`src/rtl/mem_arb_pkg.sv`:
```
// Shared types and constants for the two-port memory arbiter.
package mem_arb_pkg;

    localparam int DEF_BITS      = 16;
    localparam int DEF_ADDR_BITS = 12;

    localparam logic PORT_CPU = 1'b0;
    localparam logic PORT_DMA = 1'b1;

    typedef enum logic [1:0] {
        S_IDLE   = 2'd0,
        S_ACCESS = 2'd1,
        S_DONE   = 2'd2
    } state_e;

endpackage

```
`src/rtl/mem_arbiter_rr_arb2.sv`:
```
// Combinational two-way round-robin pick; a lock restricts the pick to the owner.
module rr_arb2 (
    input  logic [1:0] req,
    input  logic       last,
    input  logic       locked,
    input  logic       owner,
    output logic [1:0] grant
);

    logic [1:0] elig;

    always_comb begin
        elig = req;
        if (locked) begin
            elig = owner ? (req & 2'b10) : (req & 2'b01);
        end
        grant = 2'b00;
        case (elig)
            2'b01:   grant = 2'b01;
            2'b10:   grant = 2'b10;
            // Tie goes to the port that was not served last.
            2'b11:   grant = last ? 2'b01 : 2'b10;
            default: grant = 2'b00;
        endcase
    end

endmodule

```
`src/rtl/mem_arbiter.sv`:
```
// Two-port arbiter/sequencer in front of a single-port memory: grant, access, done.
module mem_arbiter
    import mem_arb_pkg::*;
#(
    parameter int Bits     = DEF_BITS,
    parameter int AddrBits = DEF_ADDR_BITS
) (
    input  logic                clk,
    input  logic                rst_n,
    input  logic                req0,
    input  logic                req1,
    input  logic                we0,
    input  logic                we1,
    input  logic                lock0,
    input  logic                lock1,
    input  logic [AddrBits-1:0] addr0,
    input  logic [AddrBits-1:0] addr1,
    input  logic [Bits-1:0]     wdata0,
    input  logic [Bits-1:0]     wdata1,
    output logic                gnt0,
    output logic                gnt1,
    output logic                done0,
    output logic                done1,
    output logic [Bits-1:0]     rdata,
    output logic [AddrBits-1:0] mem_address,
    output logic [Bits-1:0]     mem_data_in,
    output logic                mem_read,
    output logic                mem_write,
    input  logic [Bits-1:0]     mem_data_out,
    output logic [1:0]          dbg_state
);

    // Handshake: reqN is held (with we/lock/addr/wdata stable) until gntN pulses;
    // the request fields are captured on the gnt cycle and reqN may then drop.
    state_e              state_q, state_d;
    logic                owner_q, owner_d;
    logic                last_q, last_d;
    logic                locked_q, locked_d;
    logic                we_q, we_d;
    logic [AddrBits-1:0] addr_q, addr_d;
    logic [Bits-1:0]     wdata_q, wdata_d;
    logic [Bits-1:0]     rdata_q, rdata_d;
    logic [1:0]          grant;

    rr_arb2 u_rr_arb2 (
        .req    ({req1, req0}),
        .last   (last_q),
        .locked (locked_q),
        .owner  (owner_q),
        .grant  (grant)
    );

    always_comb begin
        state_d     = state_q;
        owner_d     = owner_q;
        last_d      = last_q;
        locked_d    = locked_q;
        we_d        = we_q;
        addr_d      = addr_q;
        wdata_d     = wdata_q;
        rdata_d     = rdata_q;
        gnt0        = 1'b0;
        gnt1        = 1'b0;
        done0       = 1'b0;
        done1       = 1'b0;
        mem_address = '0;
        mem_data_in = '0;
        mem_read    = 1'b0;
        mem_write   = 1'b0;
        case (state_q)
            S_IDLE: begin
                if (grant != 2'b00) begin
                    gnt0     = grant[0] & rst_n;
                    gnt1     = grant[1] & rst_n;
                    owner_d  = grant[1];
                    we_d     = grant[1] ? we1 : we0;
                    addr_d   = grant[1] ? addr1 : addr0;
                    wdata_d  = grant[1] ? wdata1 : wdata0;
                    locked_d = grant[1] ? lock1 : lock0;
                    state_d  = S_ACCESS;
                end
            end
            S_ACCESS: begin
                mem_address = addr_q;
                mem_data_in = wdata_q;
                mem_read    = ~we_q;
                // A reset landing in this cycle must not corrupt memory.
                mem_write   = we_q & rst_n;
                if (!we_q) begin
                    rdata_d = mem_data_out;
                end
                state_d = S_DONE;
            end
            S_DONE: begin
                done0   = ~owner_q & rst_n;
                done1   = owner_q & rst_n;
                last_d  = owner_q;
                state_d = S_IDLE;
            end
            default: begin
                state_d = S_IDLE;
            end
        endcase
    end

    always_ff @(posedge clk) begin
        if (!rst_n) begin
            state_q  <= S_IDLE;
            owner_q  <= PORT_CPU;
            last_q   <= PORT_DMA;
            locked_q <= 1'b0;
            we_q     <= 1'b0;
            addr_q   <= '0;
            wdata_q  <= '0;
            rdata_q  <= '0;
        end else begin
            state_q  <= state_d;
            owner_q  <= owner_d;
            last_q   <= last_d;
            locked_q <= locked_d;
            we_q     <= we_d;
            addr_q   <= addr_d;
            wdata_q  <= wdata_d;
            rdata_q  <= rdata_d;
        end
    end

    assign rdata     = rdata_q;
    assign dbg_state = state_q;

endmodule

```
`config.mk`:
```
export PLATFORM = sky130hd
export DESIGN_NAME = mem_arbiter
export DESIGN_NICKNAME = d
export VERILOG_FILES = /design/src/rtl/mem_arb_pkg.sv /design/src/rtl/mem_arbiter_rr_arb2.sv /design/src/rtl/mem_arbiter.sv
export SDC_FILE = /design/constraint.sdc
export NUM_CORES = 1
export LEC_CHECK = 0
export CORE_MARGIN = 5
export CORE_UTILIZATION = 40
export DETAILED_ROUTE_END_ITERATION = 7
export MAX_ROUTING_LAYER = met4
export PLACE_DENSITY = 0.8
export SETUP_SLACK_MARGIN = 0.5
export SKIP_LAST_GASP = 1
export SLEW_MARGIN = 10
export SYNTH_ARGS = -nofsm -noshare
export SYNTH_HDL_FRONTEND = slang
export SYNTH_SLANG_ARGS = --single-unit
```
`constraint.sdc`:
```
create_clock -name clk -period 1.7 [get_ports clk]
set_input_delay 0.34 -clock clk [delete_from_list [all_inputs] [get_ports clk]]
set_output_delay 0.34 -clock clk [all_outputs]
set_load 0.02 [all_outputs]
```
=== Word level (Yosys, flattened, before mapping) ===
Cells that the tools add are included.

* Add/subtract/negate cells: 0
* Multiply operators: 0
* Divide/modulo/power cells: 0
* Magnitude comparators: 0
* Equal/unequal tests: 6
* Shift-type cells: 0
* Mux-type cells: 20
* Bitwise operators: 7
* Reduce and logical (&&, ||, !) cells: 4

{| class="wikitable"
|+ Operators by type and width
! kind !! count
|-
| $mux W16 || 2
|-
| $mux W12 || 2
|-
| $mux W1 || 10
|-
| $mux W2 || 4
|-
| $eq A2 B2 Y1 const B || 3
|-
| $pmux W2 S3 || 1
|-
| $and A1 B1 Y1 || 5
|-
| $eq A2 B1 Y1 const B || 2
|-
| $pmux W2 S2 || 1
|-
| $reduce_and A2 Y1 || 2
|-
| $logic_not A2 Y1 || 1
|-
| $ne A2 B2 Y1 const B || 1
|-
| $not A1 Y1 || 2
|-
| $reduce_bool A2 Y1 || 1
|}

* Register bits after elaboration: 50
* Latch bits: 0
* Bits in writable memories: 0
* Bits in read-only memories: 0
* Output and inout bits: 52
* Logic and storage cells: 45
* Memories kept: 0

=== Logic depth before layout (Yosys ltp) ===
* Depth in word-level cells: 7
* Depth in mapped cells: 6

=== Hierarchy ===
A second synthesis with hierarchy kept.

* Cells, all modules: 269
* Area total of the unflattened synthesis: 2487.4 um2

{| class="wikitable"
|+ By module, submodules not included
! module !! instances !! cells an instance !! area an instance (um2)
|-
| mem_arbiter || 1 || 263 || 2449.8
|-
| rr_arb2 || 1 || 6 || 37.5
|}

=== Least setup slack after synthesis ===
OpenSTA, ideal clock, no wires.

* Path type: register to output
* Start point: reg state_q[1] (netlist: dbg_state[1])
* End point: out gnt0
* Arrival time: 1.962 ns
* Setup slack: -0.602 ns
* Cell stages (with the launch flop): 3
* Cells stage by stage: dfxtp_1 > or3b_4 > a2111oi_0

* Cells in the longest elaborated chain, start to end: 2

{| class="wikitable"
|+ Ends and longest elaborated chain
! what !! line !! text
|-
| start, declared || mem_arbiter.sv:35 || <nowiki>state_e state_q, state_d;</nowiki>
|-
| start signal, assigned || mem_arbiter.sv:117 || <nowiki>state_q <= state_d;</nowiki>
|-
| $logic_not A2 Y1 || mem_arbiter.sv:70 || <nowiki>case (state_q)</nowiki>
|-
| $mux W1 || mem_arbiter.sv:70 ||
|-
| end, declared || mem_arbiter.sv:20 || <nowiki>output logic gnt0,</nowiki>
|}

Every way passes these cells.

=== Worst setup path after layout ===
* Start point: reg state_q[0] (netlist: dbg_state[0])
* End point: out mem_address[10]

* Cells in the longest elaborated chain, start to end: 2

{| class="wikitable"
|+ Ends and longest elaborated chain
! what !! line !! text
|-
| $eq A2 B1 Y1 || mem_arbiter.sv:70 ||
|-
| $mux W12 || mem_arbiter.sv:70 ||
|-
| end, declared || mem_arbiter.sv:25 || <nowiki>output logic [AddrBits-1:0] mem_address,</nowiki>
|}

Every way passes these cells.

==> flow_metrics.py <==
metrics = {
    "synth": {
        "yosysSeqAreaShare": 0.384,
        "synth_top_area_frac": 0.384,
        "syn_inst": 314,
        "syn_nets": 394,
        "synth.distinct_cells": 28,
        "synth_largest_area_cell": "dfxtp_1",
        "yosysWarnings": 0,
        "syn_area_um2": 2600,
        "avgSynthCellArea_um2": 8.30,
        "synth_top_cells_by_area": "dfxtp_1, a32oi_1, nand2_1, o31ai_1, nand4_1",
        "yosys_register_bits": 50,
    },
    "sta": {
        "fin_ws_ps": -105,
        "finalHoldViolCount": 0,
        "timing.fmax_ghz": 0.554,
        "slew-limit-headroom": 0.734,
        "grt_setup_unrepaired": "yes",
        "finalSetupTns_ps": -2760,
        "slew_violations": 0,
        "finalCritPeriodShare": 1.06,
        "finalSetupViolations": 32,
        "period_minus_slack_ps": 1800,
        "skew_ps": 14.0,
        "tightest_slew_ps": 399,
    },
    "setup_path": {
        "rr_startpoint": "dbg_state[1]$_SDFFE_PN0P_",
        "worst_ep_arrival_time_ps": 1460,
        "critPathMaxFanout": 8,
        "worst_ep_required_time_ps": 1360,
        "cp-end-kind": "output pin",
        "r2r_cells": 8,
        "r2r_end": "wdata_q[7]$_SDFFE_PN0P_",
        "crit_path_start_kind": "register",
        "timing.reg2reg.setup_slack_ps": 0,
        "path_class": "reg2out",
        "startpoint": "dbg_state[0]$_SDFFE_PN0P_",
    },
    "floorplanning": {
        "ios": 132,
        "initial_core_util": 0.410,
        "die_h_um": 90.7,
        "die_w_um": 90.7,
        "die-area_um2": 8230,
        "rows": 29,
        "core_area_um2": 6350,
    },
    "global_routing": {
        "grt_pass1_wl_um": 17200,
        "grt_max_degree": 38,
        "grt_use_total": 0.259,
        "grt_pass1_vias": 3299,
        "grt_overflow_total": 0,
        "antenna_found_initial": 0,
    },
    "clock_tree": {
        "cts.clk_slew.worst_paths_ps": 90,
        "ctsHoldBuffers": 0,
        "cts_made_buffers": 5,
        "clockBufferDepth": 2,
        "clk_latency_ps": 320,
        "clock_sinks": 50,
        "cts_tree": "yes",
        "cts_root_buffer": "clkbuf_8",
        "cts.htree.levels": 2,
    },
    "power_and_ir_drop": {
        "ir_worst_vdd_v": 0.000612,
        "cellLeakagePower_nw": 1.99,
        "p_per_area_nw_per_um2": 915,
        "finalPower_mw": 4.54,
    },
    "drt": {
        "drt_iter0_markers": 247,
        "wl_per_cell_um": 21.3,
        "ant_nets": 0,
        "vias_per_cell": 5.97,
        "vias": 3251,
        "drc": 0,
        "drtPass1Iterations": 5,
        "wl_um": 11600,
    },
    "layout": {
        "nNetsFinal": 547,
        "drive_above_1_share": 0.404,
        "syn_to_final_growth_pct": 90.5,
        "n_antenna_cell": 0,
    },
    "worst_hold_path": {
        "min_path_type": "reg2reg",
        "hold_start": "addr_q[11]$_SDFFE_PN0P_",
        "hold_path_depth": 2,
        "min_to": "addr_q[11]$_SDFFE_PN0P_",
    },
    "job": {
        "drv_cap": 0,
    },
    "placed_design": {
        "numPortBuffers": 131,
        "hpwlAfterDp_um": 6380,
        "gp_congestion": 0.875,
    },
    "status": {
        "status": "finished, violations left",
        "violations": "negative setup slack",
    },
}
[sequential cells by signal, summed over array words and instances, names as in the netlist]
register and count:
last_q 1, owner_q 1, we_q 1, rdata 16
locked_q 1, addr_q 12, dbg_state 2, wdata_q 16
[worst max path at each step]
stage,cells after the start,slack (ps),to
6_report,6,-100,mem_address[10]
3_3_place_gp,4,-480,gnt0
5_1_grt,3,-160,gnt0
2_1_floorplan,3,100,gnt0
4_1_cts,3,-110,gnt0
3_5_place_dp,7,-500,wdata_q[13]$_SDFFE_PN0P_
[synthesized netlist by cell type]
cell type / number
o31ai_1: 30
or3b_4: 1
buf_2: 4
nand4_1: 30
a2111oi_4: 1
inv_2: 3
nor2_1: 3
and2_1: 29
nand2_1: 65
buf_6: 3
mux2i_1: 2
dfxtp_1: 50
a21boi_1: 16
nand2b_1: 1
nor2b_1: 3
and3_1: 2
buf_4: 5
a32oi_1: 30
nand3_1: 1
and3b_1: 1
o22ai_1: 1
a2111oi_0: 1
nand3b_1: 1
nor3_1: 1
inv_1: 1
or3b_1: 1
a211o_4: 1
clkbuf_1: 27
[metal layers]
layer / global-route usage / share of wire
met4: 0.0906 / 0.013
met1: 0.314 / 0.40
met2: 0.416 / 0.51
met3: 0.0683 / 0.077
met5: - / 0
[timing repair]
action | in CTS | in global routing
buffers inserted | 7 | 8
resized for setup | 310 | 55
pin swaps | 9 | 16
gates cloned | 8 | 2
setup endpoints to repair | 100 | 93
[cell type report]
type	instances	area, µm²
clock buffer	6	72.6
clock inverter	2	36.3
fill	402	1390
inverter	4	20.0
multi-input combinational	224	1760
sequential	50	1010
tap	77	96.3
timing repair buffer	182	1960
[stage by stage]
step / cell area [µm²] / worst slack, ps / instances / utilization / hold slack, ps
2_1_floorplan: 2860 / 98.0 / 314 / - / 426
3_3_place_gp: 4250 / -482 / 512 / 0.669 / 434
3_5_place_dp: 4250 / -504 / 512 / 0.669 / 442
4_1_cts: 4650 / -111 / 535 / 0.732 / 458
5_1_grt: 4960 / -164 / 545 / 0.781 / 466
6_report: 4960 / -105 / 545 / 0.781 / 458
[cell usage in the layout, fill, tap and decap left out, drive strengths merged, types with 3 or more instances in the layout]
cell type,n
nor2b,3
inv,4
a21boi,16
clkdlybuf4s50,76
a32oi,30
o31ai,30
buf,102
clkbuf,8
nand4,30
a211o,4
and2,29
nand2,65
nor2,3
dfxtp,50
[worst max-delay path, stage by stage (launching register included)]
cell	delay, ps
dfxtp_4	380
buf_6	90
nor2b_4	170
buf_12	140
buf_12	120
and2_4	140
buf_6	110
[kinds of logic after synthesis]
group                  count (synthesis)  share of synthesized area
and+or+nand+nor                      139                      0.272
AOI/OAI and AO/OA                     80                      0.256
DFF                                   50                      0.384
buffers and inverters                 43                     0.0797
muxes                                  2                    0.00769
[power by group]
group / internal, mW / switching, mW / total [mW]
Combinational: 1.10 / 1.04 / 2.14
Clock: 0.442 / 0.440 / 0.882
Sequential: 1.38 / 0.136 / 1.52
Total: 2.92 / 1.62 / 4.54
Power figures use the tool's default switching activity.
